===== config.mk =====
export PLATFORM = sky130hd
export DESIGN_NAME = lvds_capture_trigger
export DESIGN_NICKNAME = d
export VERILOG_FILES = /design/src/rtl/lvds_capture_trigger_pkg.sv /design/src/rtl/lvds_capture_trigger_toggle_sync.sv /design/src/rtl/lvds_capture_trigger.sv
export SDC_FILE = /design/constraint.sdc
export NUM_CORES = 1
export LEC_CHECK = 0
export ABC_AREA = 1
export ABC_CLOCK_PERIOD_IN_PS = 3800
export CAP_MARGIN = 10
export CELL_PAD_IN_SITES_DETAIL_PLACEMENT = 0
export CELL_PAD_IN_SITES_GLOBAL_PLACEMENT = 2
export CORE_MARGIN = 5
export CORE_UTILIZATION = 33
export CTS_CLUSTER_SIZE = 28
export DETAILED_ROUTE_END_ITERATION = 8
export GPL_ROUTABILITY_DRIVEN = 0
export MAX_ROUTING_LAYER = met4
export PLACE_DENSITY_LB_ADDON = 0.1
export SYNTH_ARGS = -nofsm -noshare
export SYNTH_HDL_FRONTEND = slang
export SYNTH_HIERARCHICAL = 1
export SYNTH_SLANG_ARGS = --single-unit

===== constraint.sdc =====
create_clock -name clklvds -period 3.8 [get_ports clklvds]
set_input_delay 0.57 -clock clklvds [delete_from_list [all_inputs] [get_ports clklvds]]
set_output_delay 0.57 -clock clklvds [all_outputs]
set_load 0.005 [all_outputs]

===== src/rtl/lvds_capture_trigger_pkg.sv =====
// Shared definitions for the LVDS capture trigger.
//   state_t        : capture controller state encoding
//   MODE_*         : trigger source selection values for cfg_mode
//   sat_inc16      : 16-bit saturating increment used for the trigger counter
package lvds_capture_trigger_pkg;

    typedef enum logic [1:0] {
        IDLE    = 2'd0,
        ARMED   = 2'd1,
        CAPTURE = 2'd2
    } state_t;

    localparam logic [1:0] MODE_IMM  = 2'd0;
    localparam logic [1:0] MODE_RISE = 2'd1;
    localparam logic [1:0] MODE_FALL = 2'd2;
    localparam logic [1:0] MODE_EXT  = 2'd3;

    function automatic logic [15:0] sat_inc16(input logic [15:0] v);
        return (v == 16'hFFFF) ? v : v + 16'd1;
    endfunction

endpackage


===== src/rtl/lvds_capture_trigger_toggle_sync.sv =====
// Two-flop synchroniser followed by an edge detector.
//   clklvds : destination clock
//   rstn    : asynchronous active-low reset
//   din     : asynchronous level input
//   pulse   : one-cycle pulse per detected edge
// EDGE_ANY=1 reports both edges (toggle handshake), EDGE_ANY=0 reports
// rising edges only (level trigger input).
module lvds_capture_trigger_toggle_sync #(
    parameter bit EDGE_ANY = 1'b1
) (
    input  logic clklvds,
    input  logic rstn,
    input  logic din,
    output logic pulse
);

    // [0],[1] form the synchroniser; [2] holds the previous synchronised value.
    logic [2:0] sync_q;

    always_ff @(posedge clklvds or negedge rstn) begin
        if (!rstn) begin
            sync_q <= '0;
        end else begin
            sync_q <= {sync_q[1:0], din};
        end
    end

    assign pulse = EDGE_ANY ? (sync_q[1] ^ sync_q[2]) : (sync_q[1] & ~sync_q[2]);

endmodule


===== src/rtl/lvds_capture_trigger.sv =====
// Capture controller between the deserialised LVDS lanes and the capture
// FIFO write port, running entirely in the clklvds domain.
//   din, fifo_wrused           : sample lanes in, FIFO fill level in
//   fifo_wr, fifo_data         : FIFO write port
//   arm_toggle, done_toggle    : toggle handshakes with the command domain
//   cfg_*                      : capture configuration, latched on each arm
//   ext_trig                   : asynchronous external trigger
//   busy, triggered, overflow, trig_count : status
//
// state   | meaning
// IDLE    | waiting for an arm request
// ARMED   | config latched, waiting for the trigger condition
// CAPTURE | writing cfg_length words to the FIFO
module lvds_capture_trigger
    import lvds_capture_trigger_pkg::*;
#(
    parameter int NLANE        = 14,
    parameter int SAMPLE_W     = 10,
    parameter int USED_W       = 11,
    parameter int AFULL_THRESH = 1020,
    parameter int LEN_W        = 32,
    localparam int DIN_W       = NLANE * SAMPLE_W
) (
    input  logic                clklvds,
    input  logic                rstn,
    input  logic [DIN_W-1:0]    din,
    input  logic [USED_W-1:0]   fifo_wrused,
    output logic                fifo_wr,
    output logic [DIN_W-1:0]    fifo_data,
    input  logic                arm_toggle,
    input  logic [1:0]          cfg_mode,
    input  logic [3:0]          cfg_lane,
    input  logic [SAMPLE_W-1:0] cfg_threshold,
    input  logic [LEN_W-1:0]    cfg_length,
    input  logic                cfg_autorearm,
    input  logic                cfg_testpattern,
    input  logic                ext_trig,
    output logic                busy,
    output logic                triggered,
    output logic                overflow,
    output logic [15:0]         trig_count,
    output logic                done_toggle
);

    localparam logic [USED_W-1:0] AFULL_L = USED_W'(AFULL_THRESH);

    state_t              state;
    logic                arm_pulse;
    logic                ext_pulse;

    logic [DIN_W-1:0]    s1;
    logic [DIN_W-1:0]    s2;

    logic [1:0]          mode_q;
    logic [3:0]          lane_q;
    logic [SAMPLE_W-1:0] thr_q;
    logic [LEN_W-1:0]    len_q;
    logic                autorearm_q;
    logic                testpattern_q;

    logic [LEN_W-1:0]    wr_count;
    logic [LEN_W-1:0]    wr_next;
    logic [SAMPLE_W-1:0] pat_cnt;
    logic [DIN_W-1:0]    pat_word;

    logic [SAMPLE_W-1:0] cur_lane;
    logic [SAMPLE_W-1:0] prev_lane;
    logic                trig_hit;

    lvds_capture_trigger_toggle_sync #(.EDGE_ANY(1'b1)) u_arm_sync (
        .clklvds (clklvds),
        .rstn    (rstn),
        .din     (arm_toggle),
        .pulse   (arm_pulse)
    );

    lvds_capture_trigger_toggle_sync #(.EDGE_ANY(1'b0)) u_ext_sync (
        .clklvds (clklvds),
        .rstn    (rstn),
        .din     (ext_trig),
        .pulse   (ext_pulse)
    );

    always_ff @(posedge clklvds or negedge rstn) begin
        if (!rstn) begin
            s1 <= '0;
            s2 <= '0;
        end else begin
            s1 <= din;
            s2 <= s1;
        end
    end

    always_comb begin
        cur_lane  = '0;
        prev_lane = '0;
        for (int k = 0; k < NLANE; k++) begin
            if (lane_q == 4'(k)) begin
                cur_lane  = s1[k*SAMPLE_W +: SAMPLE_W];
                prev_lane = s2[k*SAMPLE_W +: SAMPLE_W];
            end
        end
    end

    always_comb begin
        trig_hit = 1'b0;
        case (mode_q)
            MODE_IMM:  trig_hit = 1'b1;
            MODE_RISE: trig_hit = (prev_lane <  thr_q) && (cur_lane >= thr_q);
            MODE_FALL: trig_hit = (prev_lane >= thr_q) && (cur_lane <  thr_q);
            MODE_EXT:  trig_hit = ext_pulse;
            default:   trig_hit = 1'b0;
        endcase
    end

    assign wr_next  = wr_count + 1'b1;
    assign pat_word = {NLANE{pat_cnt}};

    // The trigger decision is taken on s1 in ARMED; by the first CAPTURE
    // cycle that sample has moved to s2, so CAPTURE writes from s2 and the
    // trigger sample becomes the first word written.
    always_ff @(posedge clklvds or negedge rstn) begin
        if (!rstn) begin
            state         <= IDLE;
            fifo_wr       <= 1'b0;
            fifo_data     <= '0;
            overflow      <= 1'b0;
            trig_count    <= '0;
            done_toggle   <= 1'b0;
            mode_q        <= MODE_IMM;
            lane_q        <= '0;
            thr_q         <= '0;
            len_q         <= '0;
            autorearm_q   <= 1'b0;
            testpattern_q <= 1'b0;
            wr_count      <= '0;
            pat_cnt       <= '0;
        end else begin
            fifo_wr <= 1'b0;
            if (arm_pulse) begin
                // Arm from any state; in ARMED/CAPTURE this is an abort and
                // deliberately produces no done indication.
                mode_q        <= cfg_mode;
                lane_q        <= (int'(cfg_lane) < NLANE) ? cfg_lane : 4'd0;
                thr_q         <= cfg_threshold;
                len_q         <= cfg_length;
                autorearm_q   <= cfg_autorearm;
                testpattern_q <= cfg_testpattern;
                overflow      <= 1'b0;
                trig_count    <= '0;
                pat_cnt       <= '0;
                wr_count      <= '0;
                state         <= ARMED;
            end else begin
                case (state)
                    IDLE: begin
                        state <= IDLE;
                    end
                    ARMED: begin
                        if (trig_hit) begin
                            trig_count <= sat_inc16(trig_count);
                            wr_count   <= '0;
                            if (len_q == '0) begin
                                done_toggle <= ~done_toggle;
                                state       <= autorearm_q ? ARMED : IDLE;
                            end else begin
                                state <= CAPTURE;
                            end
                        end
                    end
                    CAPTURE: begin
                        if (fifo_wrused < AFULL_L) begin
                            fifo_wr   <= 1'b1;
                            fifo_data <= testpattern_q ? pat_word : s2;
                            pat_cnt   <= pat_cnt + 1'b1;
                            wr_count  <= wr_next;
                            if (wr_next == len_q) begin
                                done_toggle <= ~done_toggle;
                                state       <= autorearm_q ? ARMED : IDLE;
                            end
                        end else begin
                            overflow <= 1'b1;
                        end
                    end
                    default: begin
                        state <= IDLE;
                    end
                endcase
            end
        end
    end

    assign busy      = (state != IDLE);
    assign triggered = (state == CAPTURE);

endmodule


==> run summary <==
The final critical path time including I/O delays and setup came out at 4.121 ns. The post-synthesis cell count came out at 2494. The number of placed instances with taps included is 3737. The total count of hold-check failures in the final report came out at 0. The number of buffers inserted by port buffering is 363. The endpoint of the worst register-to-register path is wr_count[6]$_DFFE_PN0P_. The root buffer cell chosen for the clock tree is clkbuf_16. The count of placed standard cells in the final layout, fillers left out is 3904.

The largest voltage drop on the vdd net is 0.4415 mV. The synthesized design spends more area on one cell type than any other, namely dfrtp_1. For this run, the top clock speed supported by timing is 242.7 MHz.

The via count is 19180. For this run, the detailed router's first-pass iteration total came to 5. The share of cells above drive strength 1 came out at 13.43%. The hold slack came out at 0.3481 ns. The final critical-path share of the clock period came out at 108.4%. Row generation in the floorplan step produced 95 rows. The number of design-rule violations left by the first detailed-router iteration is 1522.

In this design, the critical path's most frequently occurring cell is nand2_1. The total of endpoints with negative setup slack in the final report came out at 51. The clock buffer count from CTS came out at 61. The synthesis-to-layout area growth is 38.63%.

The post-synthesis area per instance is 8.982 µm². The sort of element at the end of the critical path is a register. The maximum clock path buffer count is 3. Among cell families on the critical path, the largest total delay comes from simple AND/OR/NAND/NOR gates.

Detailed placement finished with a half-perimeter wire length of 61.13 mm. The number of antenna violations at the first check in global routing is 0. The critical path class is register to register. TritonCTS built the clock tree. The post-synthesis net count came out at 2725. In the layout the commonest cells are 746 x nand2_1, 536 x dfrtp_1, 362 x clkdlybuf4s50_1, 215 x inv_1, 183 x nand3_1. The number of buffers and inverters on the critical path is 5.

Data on the critical path is required at its endpoint by 4.35 ns. The final number of max-transition violations came out at 0. The first global-routing pass estimated 126.9 mm of wire.

Across the run, the number of max-cap violations was 0. The classification of the worst-slack hold path is register to register. The multi-input combinational cells in the finished layout cover a total of 8213 µm².

The headroom to the max-slew limit came out at 25.69%. The start point of the critical path is lane_q[1]$_DFFE_PN0P_. The total core area is 67280 µm².

The initial cell density of the core came out at 33.30%. For this design the top-level I/O count stands at 366. The clock reaches the later pin of the worst-skew pair after 0.65 ns. The DRC violations left came out at 0. The startpoint identified for the worst register-to-register timing path is lane_q[1]$_DFFE_PN0P_. The final total negative setup slack is -12.45 ns. The area share of the largest cell type after synthesis came out at 60.21%. The clock sink count came out at 539.

In the post-synthesis netlist, the biggest area contributors are dfrtp_1 60%, nand2_1 13%, o21ai_0 4.4%. The die extent in y is 270.5 µm. The final reports fail on negative setup slack. The total chip power came out at 18710 µW. The detailed-route wire length is 84.81 mm.

Entering global routing, the biggest net connects 106 pins. Leaving out fill and tap cells, the most frequent cell in the layout is nand2_1. In this run the worst path has a maximum fanout of 8.

The cell with the largest stage delay on the worst path is dfrtp_2. Measured along the x axis, the die boundary spans 270.5 µm. The count of nets after finishing is 3211. The flip-flop and latch count after synthesis is 539.

The antenna diode count came out at 0. After global routing the overflow that remains totals 0. The static leakage is 0.01410 µW. The area of the die is 73190 µm². The number of global-route vias before repair is 20140. On the worst path, the slowest cell contributes a delay of 0.45 ns. After clock tree synthesis, the clock-pin slew on the worst setup and hold paths is 0.06 ns. The total of warnings raised by yosys is 6. The vias per cell came out at 4.913. The deepest level of the CTS H-tree came out at 2. For the pin with the worst max-slew slack, the measured transition is 1.112 ns.

The footprint of the flip-flops and latches is 13490 µm². The flow ran to the end, but the final reports show violations. Setup repair after global routing could not meet its margin everywhere. The startpoint class of the critical path is a register. The worst setup slack for register-to-register paths came out at -0.32 ns. The total power per unit cell area is 602.4 nW/µm². The sequential area share after synthesis came out at 60.21%. The worst path arrival time came out at 4.67 ns. Global routing used 23.22% of the available tracks. The startpoint identified for the worst hold timing path is u_arm_sync/sync_q[0]$_DFF_PN0_. The worst-case reg-to-reg path depth is 27. The number of fill cells in the layout is 6447.

The depth of the worst hold-timing path is 0. The distinct cell type count of the synthesized netlist is 37. The per-cell routed wire length is 21.72 µm. The worst path setup slack after routing is -0.3209 ns. The synthesized netlist occupies a cell area of 22400 µm². Cells fill 46.16% of the core in the end. The path with the worst hold slack has its endpoint at u_arm_sync/sync_q[1]$_DFF_PN0_.

The number of nets with antenna violations after routing came out at 0. Across the routed clock network, the largest skew measured is 0.03116 ns.
## stage by stage
step | setup WS [ns] | area (µm²)
floorplan | 0.4678 | 22400
global placement | -0.6157 | 27730
detailed placement | -0.6488 | 27730
CTS | -0.2325 | 30620
global route | -0.5267 | 31060
finish | -0.3209 | 31060
## sequential cells by signal, summed over array words and instances, names as in the netlist
| signal | cells |
|---|---|
| fifo_data | 140 |
| wr_count | 32 |
| mode_q | 2 |
| len_q | 32 |
| fifo_wr | 1 |
| done_toggle | 1 |
| pat_cnt | 10 |
| s1 | 140 |
| u_arm_sync/sync_q | 3 |
| lane_q | 4 |
| trig_count | 16 |
| state | 2 |
| s2 | 140 |
| overflow | 1 |
| u_ext_sync/sync_q | 3 |
| autorearm_q | 1 |
| testpattern_q | 1 |
| thr_q | 10 |
## synth_stat cells
library cell    n
nand4_1        55
a21oi_1        56
o21ai_0       199
nand2_2         7
nor4_1          2
inv_2           1
nand2_1       781
o21bai_1        6
xnor2_1         2
buf_4           1
clkinv_1        4
nor2_4          3
nor2_1        149
a221oi_1        4
clkbuf_2        1
nand3_2         3
or2_2           3
nand3_1       190
o22ai_1        15
o32ai_1         1
o211ai_1        3
nor3_1         18
and3_1          1
o21a_1         71
xor2_1         15
o31ai_1         4
ha_1           26
o221ai_1        1
nor2_2          9
o2111ai_1       3
buf_2          19
inv_1         223
xnor3_1         1
buf_1           5
a21boi_1        1
clkbuf_1       72
dfrtp_1       539
## what timing repair did
action                                  in CTS  in global routing
endpoints found under the setup margin      51                 52
hold buffers                                 1                  0
pin swaps                                   34                 42
gates resized for setup                    106                 97
hold endpoints to repair                    68                  0
cloned                                       3                  3
setup buffers                               35                 16
## kinds of logic (layout without fill, tap and decap cells)
logic type | Yosys count | count (layout) | synth area share [%]
xor gates and xnor gates | 18 | 18 | 0.7652
AOI/OAI and AO/OA | 364 | 364 | 9.316
DFF | 539 | 539 | 60.21
adders and majority gates | 26 | 26 | 1.452
buffers and inverters | 326 | 863 | 5.591
and+or+nand+nor | 1221 | 1221 | 22.67
## cell type report
cell class | instances | share of cell area, %
sequential | 539 | 43.44
multi-input combinational | 1629 | 26.45
timing repair buffer | 521 | 16.60
clock buffer | 96 | 6.084
tap | 873 | 3.517
inverter | 228 | 2.796
clock inverter | 18 | 1.116
## where the power goes
part	internal [µW]	switching, µW	leakage, µW
clock network	3950	2510	0.00109
registers	6640	702	0.00660
logic	2550	2360	0.00640
## worst max path at each step
| stage | cells past startpoint | to | slack (ns) |
|---|---|---|---|
| 2_1_floorplan | 25 | wr_count[4]$_DFFE_PN0P_ | 0.47 |
| 3_3_place_gp | 26 | wr_count[9]$_DFFE_PN0P_ | -0.62 |
| 3_5_place_dp | 26 | trig_count[8]$_DFFE_PN0P_ | -0.65 |
| 4_1_cts | 28 | wr_count[9]$_DFFE_PN0P_ | -0.23 |
| 5_1_grt | 27 | wr_count[4]$_DFFE_PN0P_ | -0.53 |
| 6_report | 27 | wr_count[6]$_DFFE_PN0P_ | -0.32 |
## metal layers
metal / vias to the layer above / share of wire [%] / global-route usage (%)
met5: - / 0 / -
met4: 0 / 3.4 / 7.198
met3: 147 / 5.0 / 3.615
met2: 569 / 48 / 37.36
met1: 9432 / 44 / 30.51
li1: 9034 / - / -
Note: power is estimated with default switching activity, not from simulation.
